File: src/rtl/mux16_rr_sched_pkg.sv
// Shared definitions for the 16-requester round-robin mux scheduler:
// FSM encodings and default sizing.
package mux16_rr_sched_pkg;

    typedef logic [0:0] sched_state_t;

    localparam sched_state_t ST_IDLE  = 1'b0;
    localparam sched_state_t ST_GRANT = 1'b1;

    localparam int N_DEF        = 16;
    localparam int SEL_W_DEF    = 4;
    localparam int MAX_HOLD_DEF = 15;

endpackage

File: src/rtl/mux16_rr_sched_pick.sv
// Combinational round-robin pick: first set request at or above last+1,
// wrapping past N-1 back to 0.
module rr_pick16
    import mux16_rr_sched_pkg::*;
#(
    parameter int N     = N_DEF,
    parameter int SEL_W = SEL_W_DEF
) (
    input  logic [N-1:0]     req,
    input  logic [SEL_W-1:0] last,
    output logic             any,
    output logic [SEL_W-1:0] idx
);

    localparam logic [SEL_W:0] N_W    = (SEL_W+1)'(N);
    localparam logic [SEL_W:0] LAST_W = (SEL_W+1)'(N - 1);

    logic [SEL_W:0]   start_s;
    logic [2*N-1:0]   rot_s;
    logic [N-1:0]     rot_low_s;
    logic [SEL_W:0]   off_s;
    logic [SEL_W:0]   sum_s;
    logic             found_s;

    // Rotate so the search start lands at bit 0, priority-encode, then undo the rotation.
    always_comb begin
        any       = |req;
        start_s   = '0;
        rot_s     = '0;
        rot_low_s = '0;
        off_s     = '0;
        sum_s     = '0;
        found_s   = 1'b0;
        idx       = '0;

        if ({1'b0, last} >= LAST_W) begin
            start_s = '0;
        end else begin
            start_s = {1'b0, last} + (SEL_W+1)'(1);
        end

        rot_s     = {req, req} >> start_s;
        rot_low_s = rot_s[N-1:0];

        for (int i = 0; i < N; i++) begin
            if (!found_s && rot_low_s[i]) begin
                off_s   = (SEL_W+1)'(i);
                found_s = 1'b1;
            end else begin
                found_s = found_s;
            end
        end

        sum_s = start_s + off_s;
        if (sum_s >= N_W) begin
            sum_s = sum_s - N_W;
        end else begin
            sum_s = sum_s;
        end
        idx = sum_s[SEL_W-1:0];
    end

endmodule

File: src/rtl/mux16_rr_sched.sv
// Round-robin scheduler driving the select of a 16:1 mux; holds a grant
// until done, withdrawal or hold timeout, with one idle cycle between grants.
module mux16_rr_sched
    import mux16_rr_sched_pkg::*;
#(
    parameter int N        = N_DEF,
    parameter int SEL_W    = SEL_W_DEF,
    parameter int MAX_HOLD = MAX_HOLD_DEF
) (
    input  logic             clk,
    input  logic             rst,
    input  logic [N-1:0]     req,
    input  logic             done,
    output logic [SEL_W-1:0] sel,
    output logic             gnt_valid,
    output logic [N-1:0]     gnt,
    output logic             timeout
);

    localparam int CNT_W = (MAX_HOLD > 1) ? $clog2(MAX_HOLD) : 1;
    localparam logic [CNT_W-1:0] HOLD_LAST = (MAX_HOLD > 0) ? CNT_W'(MAX_HOLD - 1) : '0;
    localparam logic [N-1:0]     ONE_HOT0  = N'(1);

    sched_state_t      state_r, state_nxt_s;
    logic [SEL_W-1:0]  sel_r, sel_nxt_s;
    logic [SEL_W-1:0]  last_r, last_nxt_s;
    logic [N-1:0]      gnt_r, gnt_nxt_s;
    logic              gv_r, gv_nxt_s;
    logic              to_r, to_nxt_s;
    logic [CNT_W-1:0]  cnt_r, cnt_nxt_s;
    logic              pick_any_s;
    logic [SEL_W-1:0]  pick_idx_s;
    logic              release_s;
    logic              expire_s;

    rr_pick16 #(
        .N     (N),
        .SEL_W (SEL_W)
    ) u_pick (
        .req  (req),
        .last (last_r),
        .any  (pick_any_s),
        .idx  (pick_idx_s)
    );

    assign release_s = done || !req[sel_r];
    assign expire_s  = (MAX_HOLD != 0) && (cnt_r == HOLD_LAST);

    // Next-state logic: arbitrate in IDLE, watch release conditions in GRANT.
    always_comb begin
        state_nxt_s = state_r;
        sel_nxt_s   = sel_r;
        last_nxt_s  = last_r;
        gnt_nxt_s   = gnt_r;
        gv_nxt_s    = gv_r;
        cnt_nxt_s   = cnt_r;
        to_nxt_s    = 1'b0;

        case (state_r)
            ST_IDLE: begin
                if (pick_any_s) begin
                    state_nxt_s = ST_GRANT;
                    sel_nxt_s   = pick_idx_s;
                    last_nxt_s  = pick_idx_s;
                    gnt_nxt_s   = ONE_HOT0 << pick_idx_s;
                    gv_nxt_s    = 1'b1;
                    cnt_nxt_s   = '0;
                end else begin
                    gnt_nxt_s = '0;
                    gv_nxt_s  = 1'b0;
                end
            end
            ST_GRANT: begin
                if (release_s) begin
                    state_nxt_s = ST_IDLE;
                    gnt_nxt_s   = '0;
                    gv_nxt_s    = 1'b0;
                end else if (expire_s) begin
                    state_nxt_s = ST_IDLE;
                    gnt_nxt_s   = '0;
                    gv_nxt_s    = 1'b0;
                    to_nxt_s    = 1'b1;
                end else begin
                    cnt_nxt_s = cnt_r + CNT_W'(1);
                end
            end
            default: begin
                state_nxt_s = ST_IDLE;
                gnt_nxt_s   = '0;
                gv_nxt_s    = 1'b0;
            end
        endcase
    end

    // State and output registers; last starts at N-1 so the first search begins at 0.
    always_ff @(posedge clk or posedge rst) begin
        if (rst) begin
            state_r <= ST_IDLE;
            sel_r   <= '0;
            last_r  <= SEL_W'(N - 1);
            gnt_r   <= '0;
            gv_r    <= 1'b0;
            to_r    <= 1'b0;
            cnt_r   <= '0;
        end else begin
            state_r <= state_nxt_s;
            sel_r   <= sel_nxt_s;
            last_r  <= last_nxt_s;
            gnt_r   <= gnt_nxt_s;
            gv_r    <= gv_nxt_s;
            to_r    <= to_nxt_s;
            cnt_r   <= cnt_nxt_s;
        end
    end

    assign sel       = sel_r;
    assign gnt       = gnt_r;
    assign gnt_valid = gv_r;
    assign timeout   = to_r;

endmodule

File: config.mk
export PLATFORM = sky130hd
export DESIGN_NAME = mux16_rr_sched
export DESIGN_NICKNAME = d
export VERILOG_FILES = /design/src/rtl/mux16_rr_sched_pkg.sv /design/src/rtl/mux16_rr_sched_pick.sv /design/src/rtl/mux16_rr_sched.sv
export SDC_FILE = /design/constraint.sdc
export NUM_CORES = 1
export LEC_CHECK = 0
export CELL_PAD_IN_SITES_DETAIL_PLACEMENT = 0
export CELL_PAD_IN_SITES_GLOBAL_PLACEMENT = 1
export CORE_ASPECT_RATIO = 0.9
export CORE_MARGIN = 8
export CORE_UTILIZATION = 47
export DETAILED_ROUTE_END_ITERATION = 10
export HOLD_SLACK_MARGIN = 0.12
export PLACE_DENSITY = 0.94
export SLEW_MARGIN = 20
export SYNTH_ARGS = -nofsm -noshare
export SYNTH_HDL_FRONTEND = slang
export SYNTH_SLANG_ARGS = --single-unit
File: constraint.sdc
create_clock -name clk -period 10.7 [get_ports clk]
set_input_delay 2.675 -clock clk [delete_from_list [all_inputs] [get_ports clk]]
set_output_delay 2.675 -clock clk [all_outputs]
set_load 0.05 [all_outputs]
==> summary.md <==
| Metric | Value |
|---|---|
| Status | finished, final reports clean |
| Detailed Routing Iterations Pass 1 | 4 |
| Die ar. | around 10000 µm² |
| Unrepaired setup endpoints after global routing | no |
| Pin count of the biggest net entering global routing | 45 |
| Multi-input logic area | roughly 2300 µm² |
| Reg-to-reg slack, setup | around 4.6 ns |
| Top Usage Layer GRT | met2 |
| Commonest non-fill, non-tap cell in the layout | clkdlybuf4s50_1 |
| DR DRC count | 0 |
| Met1 usage | roughly 26% |
| Number of DRC markers in iteration 0 | between 150 and 200 |
| Slew headroom | a little under two fifths |
| Clk root buf | clkbuf_8 |
| CP Capture Type | flip-flop |
| Slew Limit Fails | 0 |
| Min Tclk post-route | between 6 and 7 ns |
| Final core occ | between 50% and 60% |
| Die Wd | 104 µm |
| Fin crit share | between 60% and 70% |
| Critical path type | input pin to flip-flop |
| Post_cts resized | 0 |
| Arr. time, crit path | about 7 ns |
| Share of layout cells above drive strength 1 | between 10% and 20% |
| Startpoint type of the worst setup path | input pin |
| Hpwl dp | approximately 6.5 mm |
| Filler Cells Inserted | between 600 and 700 |
| Seq. cell area | 781 µm² |
| Seq/Total Area, Yosys | between 20% and 30% |
| # IOs | 41 |
| CTS H-tree depth | 2 |
| # hold bufs at CTS | 0 |
| Core area | between 6000 and 7000 µm² |
| Final TNS setup | 0 ns |
| GRT Util Overall | 18.0% |
| Worst-Margin Slew | ~0.9 ns |
| Worst min-delay path class | flip-flop to flip-flop |
| Via density | between 6 and 7 |
| Avg Inst Size Synth | between 9 and 10 µm² |
| Die height | 95.4 µm |
| Via Count | between 2k and 3k |
| Initial Util | between 40% and 50% |
| Worst EP required | approximately 11 ns |
| Commonest non-fill, non-tap cells in the layout | clkdlybuf4s50_1, o21ai_0, nand2_1, dfrtp_1, nor2_1 |
| Final net count | between 400 and 500 |
| Cell Rows | 29 |
| Vias in the first global route | 2778 |
| Synth Cell Area | around 3300 µm² |
| Port buffer count | 40 |
| Per-cell routed wire length | 18.7 µm |
| Synth Register Bits | 31 |
| Global-route wire length before repair | roughly 15 mm |
| M3 GR Usage | under 10% |
| Total CTS buffers | 5 |
| Final Hold Vio Count | 0 |
| Worst-Skew Late Latency | 0.28 ns |
| Top FF cell, synth | dfrtp_1 |
| P&R area growth vs syn | 14.0% |
| Library cells used by synthesis | 75 |
| Clock Skew | around 0.0089 ns |
| Antenna Cells | 0 |
| Async set-reset flop share out of synthesis | 100% |
| CTS tree | yes |
| Placer Congestion | 0.937 |
| Number of enable flip-flop cells after synthesis | 0 |
| DRT antenna net count | 0 |
| Maxcap violations | 0 |
| Worst-path maximum fanout | 8 |
| Number of antenna violations at the first check in global routing | 0 |
| Routed wire length | just under 9 mm |
| CTS Sinks | 31 |
| Clock Path Buffers | 2 |
| Syn. warnings | 0 |
| # Post-CTS Setup Buffers | 0 |
| Clk slew on worst S/H paths | 0.07 ns |
| Mapped Cells | between 300 and 400 |
| Grt total ovfl | 0 |
| Met2 usage | ~27% |
| Final setup fails | 0 |
| Syn nets | approximately 380 |
| F_max | 145 MHz |
-- flip-flops by register name, indices dropped and copies added, names as in the netlist --
register and flops:
gnt 16, cnt_r 4, last_r 4, sel 4, gnt_valid 1, state_r 1
timeout 1
-- critical path: stages --
cell,delay (ns)
clkdlybuf4s50_1,0.66
mux2_1,0.23
nor2_1,0.05
o32ai_1,0.63
nor3_1,0.17
nor2_1,0.44
nor2_1,0.16
a311oi_2,0.32
o32ai_1,0.15
ha_1,0.30
a21o_1,0.18
a21oi_1,0.23
xor2_1,0.29
nor2_1,0.09
mux2i_1,0.33
o21ai_0,0.16
-- synthesized netlist by cell type, types with 2 or more instances --
cell       n  share of area (%)
ha_1       6                2.3
nor2b_1    3               0.57
o21ai_0   31                4.7
o21ai_1    2               0.30
nand3_1    3               0.46
a31o_1     2               0.53
o32ai_1    4                1.1
o22a_1     5                1.3
or2_2      3               0.57
a31oi_1    3               0.57
xnor2_1    3               0.80
o21a_1    15                3.4
a311oi_2   2               0.91
buf_6      7                2.4
a211o_1    9                2.4
nor3_1     8                1.2
dfstp_2    4                3.2
o22ai_1    6                1.1
dfrtp_1   27                 21
a21oi_1   11                1.7
a21o_1     7                1.6
buf_2      4               0.61
a211oi_1  10                2.3
nand2b_1   9                1.7
mux2i_4    2                1.4
mux2i_1   19                5.8
nand3b_1   2               0.46
a211oi_2   2               0.76
mux2_1     4                1.4
xor2_1     3               0.80
and2_1     4               0.76
mux4_2     8                5.5
nand2_1   27                3.1
nor3b_1    2               0.46
nor2_1    25                2.9
o32a_1     2               0.61
inv_1      7               0.80
mux2_2    11                3.8
nor4_1     6                1.1
o311a_1    2               0.61
clkbuf_1  11                1.3
-- per-stage QoR --
step	setup slack, ns	instances	cell area, µm²	hold slack, ns
6_report	3.79	474	3750	0.489
5_1_grt	3.49	474	3750	0.513
4_1_cts	3.91	474	3750	0.491
3_5_place_dp	3.63	466	3660	0.475
3_3_place_gp	3.68	466	3660	0.465
2_1_floorplan	4.82	355	3290	0.465
-- layer usage --
| layer | up-vias | share of wire, % |
|---|---|---|
| met3 | 9 | 6.0 |
| li1 | 1403 | - |
| met4 | 0 | 1.2 |
| met1 | 1424 | 48 |
| met5 | - | 0 |
| met2 | 111 | 44 |
-- path summary, 6_finish.rpt --
check                      depth (start not counted)       from        to
max in group asynchronous                          2        rst    gnt[1]
max reg2reg                                       16  last_r[0]    gnt[2]
min                                                2    gnt[13]   gnt[13]
min in group asynchronous                          2        rst  cnt_r[3]
min reg2reg                                        2    gnt[13]   gnt[13]
max                                               16     req[8]    gnt[2]
-- layout make-up --
class	instances	area share (%)
clock buffer	7	2.30
clock inverter	1	0.134
inverter	9	0.901
multi-input combinational	291	61.6
sequential	31	20.8
tap	93	3.10
timing repair buffer	42	11.1
-- kinds of logic after synthesis --
group / after synthesis / share of synthesized area, %
xor+xnor: 7 / 2.44
compound gates: 132 / 31.5
mux: 44 / 17.8
simple gates: 101 / 15.7
buf+inv: 33 / 5.97
flops: 31 / 23.7
fa+ha+maj: 7 / 2.89
Power is left out: the tool's default activity adds up to more than one toggle a clock period on the data nets, which glitch-free logic cannot reach.
